File: src/rtl/wb_load_stage.sv
// Write-back stage: commits ALU results and variable-latency load data.
// Ports: MEM inputs, data-memory response, reg-file write, freeze/hazard.
//
// Ports
//   clk, rst             clock; async active-low reset
//   mem_valid            MEM presents an instruction
//   wb_enable_in         instruction writes a register
//   mem_read_in          instruction is a load
//   alu_result_in        non-load write data
//   dest_in              destination register
//   mem_rdata            load data from data memory
//   mem_rdata_valid      load data valid (one pulse per load)
//   reg_file_wb_*        register-file write port (data, address, enable)
//   freeze               stall MEM and earlier stages
//   wb_pending_valid     a write is outstanding or committing
//   wb_pending_dest      destination of that write
//   load_timeout         pulse when a load is abandoned
module wb_load_stage #(
  parameter int REGISTER_LEN    = 32,
  parameter int REG_ADDRESS_LEN = 4,
  parameter int LOAD_TIMEOUT    = 255,
  parameter int TIMER_LEN       = 8
) (
  input  logic                       clk,
  input  logic                       rst,
  input  logic                       mem_valid,
  input  logic                       wb_enable_in,
  input  logic                       mem_read_in,
  input  logic [REGISTER_LEN-1:0]    alu_result_in,
  input  logic [REG_ADDRESS_LEN-1:0] dest_in,
  input  logic [REGISTER_LEN-1:0]    mem_rdata,
  input  logic                       mem_rdata_valid,
  output logic [REGISTER_LEN-1:0]    reg_file_wb_data,
  output logic [REG_ADDRESS_LEN-1:0] reg_file_wb_address,
  output logic                       reg_file_wb_en,
  output logic                       freeze,
  output logic                       wb_pending_valid,
  output logic [REG_ADDRESS_LEN-1:0] wb_pending_dest,
  output logic                       load_timeout
);

  typedef enum logic {
    IDLE,
    WAIT_LOAD
  } state_t;

  localparam logic [TIMER_LEN-1:0] TMAX =
    TIMER_LEN'(LOAD_TIMEOUT - 1);

  state_t                     state;
  state_t                     state_n;
  logic [TIMER_LEN-1:0]       timer;
  logic [TIMER_LEN-1:0]       timer_n;
  logic [REG_ADDRESS_LEN-1:0] ldest;
  logic [REG_ADDRESS_LEN-1:0] ldest_n;
  logic [REGISTER_LEN-1:0]    wdata_n;
  logic [REG_ADDRESS_LEN-1:0] waddr_n;
  logic                       wen_n;
  logic                       tout_n;
  logic                       accept;
  logic                       expired;

  assign accept  = mem_valid & wb_enable_in;
  assign expired = (timer == TMAX);

  always_comb begin
    state_n = state;
    timer_n = timer;
    ldest_n = ldest;
    wen_n   = 1'b0;
    tout_n  = 1'b0;
    wdata_n = reg_file_wb_data;
    waddr_n = reg_file_wb_address;
    unique case (state)
      IDLE: begin
        if (accept) begin
          unique case (1'b1)
            !mem_read_in: begin
              wen_n   = 1'b1;
              wdata_n = alu_result_in;
              waddr_n = dest_in;
            end
            mem_read_in && mem_rdata_valid: begin
              // zero-wait load bypasses WAIT_LOAD
              wen_n   = 1'b1;
              wdata_n = mem_rdata;
              waddr_n = dest_in;
            end
            mem_read_in && !mem_rdata_valid: begin
              state_n = WAIT_LOAD;
              timer_n = '0;
              ldest_n = dest_in;
            end
            default: ;
          endcase
        end
      end
      WAIT_LOAD: begin
        // saturating: never wraps past the abandon point
        timer_n = expired ? timer : timer + 1'b1;
        unique case (1'b1)
          mem_rdata_valid: begin
            // data beats a coincident timeout
            state_n = IDLE;
            wen_n   = 1'b1;
            wdata_n = mem_rdata;
            waddr_n = ldest;
          end
          !mem_rdata_valid && expired: begin
            state_n = IDLE;
            tout_n  = 1'b1;
          end
          default: ;
        endcase
      end
      default: state_n = IDLE;
    endcase
  end

  always_ff @(posedge clk or negedge rst) begin
    if (!rst) begin
      state               <= IDLE;
      timer               <= '0;
      ldest               <= '0;
      reg_file_wb_en      <= 1'b0;
      reg_file_wb_data    <= '0;
      reg_file_wb_address <= '0;
      load_timeout        <= 1'b0;
    end else begin
      state               <= state_n;
      timer               <= timer_n;
      ldest               <= ldest_n;
      reg_file_wb_en      <= wen_n;
      reg_file_wb_data    <= wdata_n;
      reg_file_wb_address <= waddr_n;
      load_timeout        <= tout_n;
    end
  end

  assign freeze = (state == WAIT_LOAD);

  assign wb_pending_valid = freeze | reg_file_wb_en;

  always_comb begin
    wb_pending_dest = '0;
    if (freeze)
      wb_pending_dest = ldest;
    else if (reg_file_wb_en)
      wb_pending_dest = reg_file_wb_address;
  end

endmodule
File: config.mk
export PLATFORM = sky130hd
export DESIGN_NAME = wb_load_stage
export DESIGN_NICKNAME = d
export VERILOG_FILES = /design/src/rtl/wb_load_stage.sv
export SDC_FILE = /design/constraint.sdc
export NUM_CORES = 1
export LEC_CHECK = 0
export BUFFER_PORTS_ARGS = -buffer_cell sky130_fd_sc_hd__buf_4
export CAP_MARGIN = 0
export CORE_UTILIZATION = 42
export DETAILED_ROUTE_END_ITERATION = 10
export PLACE_DENSITY = 0.81
export SYNTH_ARGS = -nofsm -noshare
export SYNTH_HDL_FRONTEND = slang
export SYNTH_SLANG_ARGS = --single-unit
File: constraint.sdc
create_clock -name clk -period 1.6 [get_ports clk]
set_input_delay 0.08 -clock clk [delete_from_list [all_inputs] [get_ports clk]]
set_output_delay 0.08 -clock clk [all_outputs]
set_load 0.02 [all_outputs]
# ---- Word level (Yosys, flattened, before mapping)
# Cells that the tools add are included.
dict set report op_classes {
  bitwise_logic 3
  n_reduce_logical 11
  add_sub_neg 1
  n_div 0
  mul 0
  mux 24
  n_shift 0
  order_cmp 0
  n_eq_ne 7
}
# cell n
set ops {}
lappend ops {{32-bit one-hot mux with 2 select lines} 2}
lappend ops {{32-bit 2-to-1 mux} 2}
lappend ops {{8-bit 2-to-1 mux} 3}
lappend ops {{4-bit 2-to-1 mux} 5}
lappend ops {{8-bit one-hot mux with 2 select lines} 1}
lappend ops {{3-bit AND reduction} 4}
lappend ops {{2-bit != test (second input constant)} 5}
lappend ops {{8-bit by 1-bit adder with 8-bit output (second input constant)} 1}
lappend ops {{8-bit equality test (second input constant)} 1}
lappend ops {{1-bit 2-to-1 mux} 8}
lappend ops {{4-bit one-hot mux with 2 select lines} 1}
lappend ops {{1-bit one-hot mux with 2 select lines} 2}
lappend ops {{2-bit OR reduction} 2}
lappend ops {{1-bit logical AND} 3}
lappend ops {{3-bit != test (second input constant)} 1}
lappend ops {{1-bit zero test} 2}
lappend ops {{1-bit AND} 1}
lappend ops {{1-bit inverter} 1}
lappend ops {{1-bit OR} 1}
dict set report word_totals {
  rom_bits 0
  word_cells 53
  reg_bits 51
  mem_bits_rw 0
  out_inout_bits 44
  input_bits 74
  memories 0
  latch_bits 0
}

# ---- Depth between registers and ports, before layout
dict set report logic_depth {
  ltp_word 5
  depth_mapped 5
  ltp_nobuf 5
}

# ---- Worst setup path after synthesis
# No wires, ideal clock.
dict set report synth_path {
  path_kind {reg2reg}
  from {register state (netlist: freeze)}
  to {register reg_file_wb_data[25]}
  path_slack_ns -0.069
  setup_ns 0.125
  period_less_slack_ns 1.669
  n_path_buf 1
  t_arrival_ns 1.544
  path_stages_with_launch 5
  cell_sequence {dfrtp_1 a21oi_2 buf_4 mux2_2 mux2_2}
}
dict set report synth_via {
  elab_chain_len 3
  elab_cells_between_ends 6
  cone_classes {3 x eq/ne; 1 x mux; 1 x bitwise; 1 x reduce/logical}
}
# item line_no
set synth_lines {}
lappend synth_lines {{start, declared} 50} ;# state_t state;
lappend synth_lines {{start signal, assigned} 130} ;# state <= state_n;
lappend synth_lines {{1-bit inverter (no source line)} -}
lappend synth_lines {{3-bit != test (no source line) or 2-bit != test (tied branches)} -}
lappend synth_lines {{3-bit AND reduction (no source line)} -}
lappend synth_lines {{end signal, assigned} 134} ;# reg_file_wb_data <= wdata_n;
lappend synth_lines {{end, declared} 33} ;# output logic [REGISTER_LEN-1:0] reg_file_wb_data,
# Parallel ways exist; a longest one is shown, timed or not.
# A chain may end at the register's enable or synchronous reset.

# ---- Worst setup path after layout
dict set report layout_path {
  from {register state (netlist: freeze)}
  to {register reg_file_wb_data[14]}
}
# The elaborated chain is that of the path after synthesis.

==> summary.txt <==
Status
  • Status: complete, no violations

Die
  • Core ar.: 0.005956 mm2
  • IO Count: 118
  • Die Wd: approximately 80 um
  • Overall die height: 80.79 um
  • Die area: 0.006527 mm2
  • Site row count: 28
  • Initial core utilization: 0.4378

Drt
  • First-pass detailed-route iteration total: 4
  • Routed wire length: 6.098 mm
  • Via count: 2027
  • Routed wire per std cell: 15.56 um
  • DRC: 0
  • DR vias/cell: 5.171
  • Post-DRT Antenna Nets: 0
  • Initial DRC Count: 74

STA
  • Final Critical Period: 1.587 ns
  • Final Hold Vio Count: 0
  • Relative slew slack: 0.5659
  • RSZ-0062 raised after global routing: yes
  • Setup Skew: 0.002902 ns
  • Worst-Margin Slew: 0.6512 ns
  • Maximum clock frequency: 0.6300 GHz
  • Max-slew violations: 0
  • Final Cycle Share: 0.9921
  • Worst Slack Setup Final: 0.01261 ns
  • WHS: around 0.015 ns
  • Final Setup Violations: 0
  • Total Neg Setup Slack: 0 ns

CTS
  • Max clock buf depth: 2
  • CTS tree: built
  • Clock sink count: 51
  • Clk slew on worst S/H paths: 0.09 ns
  • CTS buffer count: 5
  • H-Tree Depth: 2
  • Root Buffer Master: clkbuf_8
  • Clk Latency, worst-skew pair: approximately 0.30 ns

Critical path
  • Worst Path Arrival: about 1.8 ns
  • Crit Path Class: reg2reg
  • Critical Path Fanout Max: 19
  • Slowest stage delay, CP: 0.48 ns
  • CP required: 1.79 ns
  • Worst r2r src: freeze$_DFF_PN0_
  • Most used cell, CP: mux2_2
  • Setup crit end kind: flop
  • Slowest library cell on the worst path: dfrtp_2
  • Critical Path Source: freeze$_DFF_PN0_
  • Critical path cell sequence: a21oi_4 > buf_12 > mux2_2 > mux2_2
  • Reg2Reg Depth: 4
  • Element type at the critical path start: flop

Min path
  • Launch point of the worst hold path: dest_in[3]
  • Worst Hold Class: in2reg
  • Number of cells on the worst hold path: 2

Cells and area
  • Layout cells sized above 1: 0.6814
  • Post-layout util: 0.6426
  • Fin cells: 392
  • Synth-to-layout area growth: 46.78%
  • ANT cells: 0
  • Final #Nets: between 300 and 400

Synthesis
  • Yosys cell types: 35
  • Sequential share of the synthesized area: 0.4894
  • Number of synthesized register bits: slightly above 50
  • Synth Flop Type: dfrtp_1
  • Syn nets: between 200 and 300
  • Post-synth top cells: 70 x mux2_2, 51 x dfrtp_1, 7 x o21ai_0
  • Biggest area consumer among synthesized cells: dfrtp_1
  • Synth Warn #: 0
  • Mean Syn Cell Area: 13.80 um2
  • Syn Inst Count: roughly 190
  • Post-synth EDFFs: 0
  • Synth area leaders: dfrtp_1 49%, mux2_2 30%, mux2_1 2.6%, buf_6 2.2%, a22o_1 1.3%
  • Synthesized cell area: approximately 0.0026 mm2
  • Most common cell in the netlist: mux2_2
  • Share of Yosys cell area claimed by the top area cell type: 0.4894
  • Post-synth ARST share: 1.000

Global routing
  • Initial antenna violation count: 0
  • GRT Total Usage: 0.1939
  • Vias in the first global route: about 2100
  • First-pass GRT wire length: 9.411 mm
  • Pin count of the biggest net entering global routing: 52
  • GR Overflow Total: 0

Flow run
  • Maxcap violations: 0

Power and ir drop
  • PD cells: 1123 mW/mm2
  • Peak VDD IR: 628.9 uV
  • Leak pwr: 1.783 nW

Placed design
  • Port Buffers: 117
  • Placed insts: 379
  • RePlAce Congestion: 0.8001
  • Place WS: ~0.015 ns
  • Final HPWL DP: 4.399 mm
## critical path: cells and delay by family (launching register included)
| kind | cells | cell delay [ns] |
|---|---|---|
| compound gates | 1 | 0.20 |
| mux | 2 | 0.61 |
| flops | 1 | 0.48 |
| buf+inv | 1 | 0.19 |
## worst paths after layout
check                                              endpoint  slack [ns]
hold reg to reg            reg_file_wb_data[13]$_DFFE_PN0P_        0.51
min in group asynchronous  reg_file_wb_data[26]$_DFFE_PN0P_        0.35
setup reg to reg           reg_file_wb_data[14]$_DFFE_PN0P_        0.01
setup / recovery           reg_file_wb_data[14]$_DFFE_PN0P_        0.01
hold / removal                         ldest[3]$_DFFE_PN0P_        0.02
max in group asynchronous              timer[1]$_DFFE_PN0P_        0.77
## flip-flops by register name, indices dropped and copies added, names as in the netlist
| register | cells |
|---|---|
| reg_file_wb_address | 4 |
| reg_file_wb_en | 1 |
| reg_file_wb_data | 32 |
| timer | 8 |
| load_timeout | 1 |
| ldest | 4 |
| freeze | 1 |
## cell usage in the layout, fill, tap and decap left out, types with 2 or more instances in the layout
| cell type | synthesis | layout |
|---|---|---|
| a22o_1 | 4 | 4 |
| or4_1 | 2 | 2 |
| a21oi_1 | 2 | 2 |
| clkinvlp_4 | 0 | 2 |
| dfrtp_2 | 0 | 2 |
| mux2i_1 | 3 | 3 |
| nor4_1 | 2 | 2 |
| dfrtp_1 | 51 | 49 |
| o21ai_0 | 7 | 7 |
| mux2_1 | 6 | 6 |
| o211ai_1 | 2 | 2 |
| buf_12 | 0 | 6 |
| buf_4 | 3 | 120 |
| mux2_4 | 0 | 5 |
| ha_1 | 2 | 2 |
| nand2_1 | 5 | 5 |
| clkbuf_8 | 0 | 5 |
| dlygate4sd3_1 | 0 | 2 |
| nand3_1 | 4 | 4 |
| mux2_2 | 70 | 65 |
## cells by family (layout without fill, tap and decap cells)
logic type | after synthesis | after routing | synth area share
compound gates | 23 | 23 | 0.07102
xor+xnor | 1 | 1 | 0.003360
fa+ha+maj | 2 | 2 | 0.009595
buf+inv | 12 | 140 | 0.03646
flops | 51 | 51 | 0.4894
mux | 79 | 79 | 0.3397
simple gates | 21 | 21 | 0.05039
## per-layer routing
layer  wire (um)  track usage  vias up
li1            -            -      962
met1        2473       0.2265      979
met2        3145       0.3356       80
met3         409      0.05730        6
met4          70      0.07321        0
met5           0            0        -
## report_power, final
group | total [mW] | internal (mW) | switching [mW] | leakage (nW)
combinational | 1.71 | 0.928 | 0.780 | 1.13
clock | 0.727 | 0.305 | 0.422 | 0.0402
sequential | 1.86 | 1.62 | 0.244 | 0.612
## cell type report
class / instances / area, um2
Clock buffer: 5 / 68.82
Clock inverter: 3 / 20.02
Fill cell: 476 / 2128
Inverter: 2 / 10.01
Multi-Input combinational cell: 126 / 1279
Sequential cell: 51 / 1279
Tap cell: 75 / 93.84
Timing Repair Buffer: 130 / 1077
## metrics by stage
stage | instance area [um2] | power [mW]
2_1_floorplan | 2619 | 2.762
3_3_place_gp | 3626 | 3.480
3_5_place_dp | 3626 | 3.540
4_1_cts | 3731 | 4.293
5_1_grt | 3827 | 4.569
6_report | 3827 | 4.299
## what timing repair did
action	4_1_cts	5_1_grt
hold endpoints to repair	51	1
hold buffers	1	1
resized for setup	2	8
gates cloned	0	2
buffers inserted	0	1
endpoints found under the setup margin	5	30
Note: power is estimated with default switching activity, not from simulation.
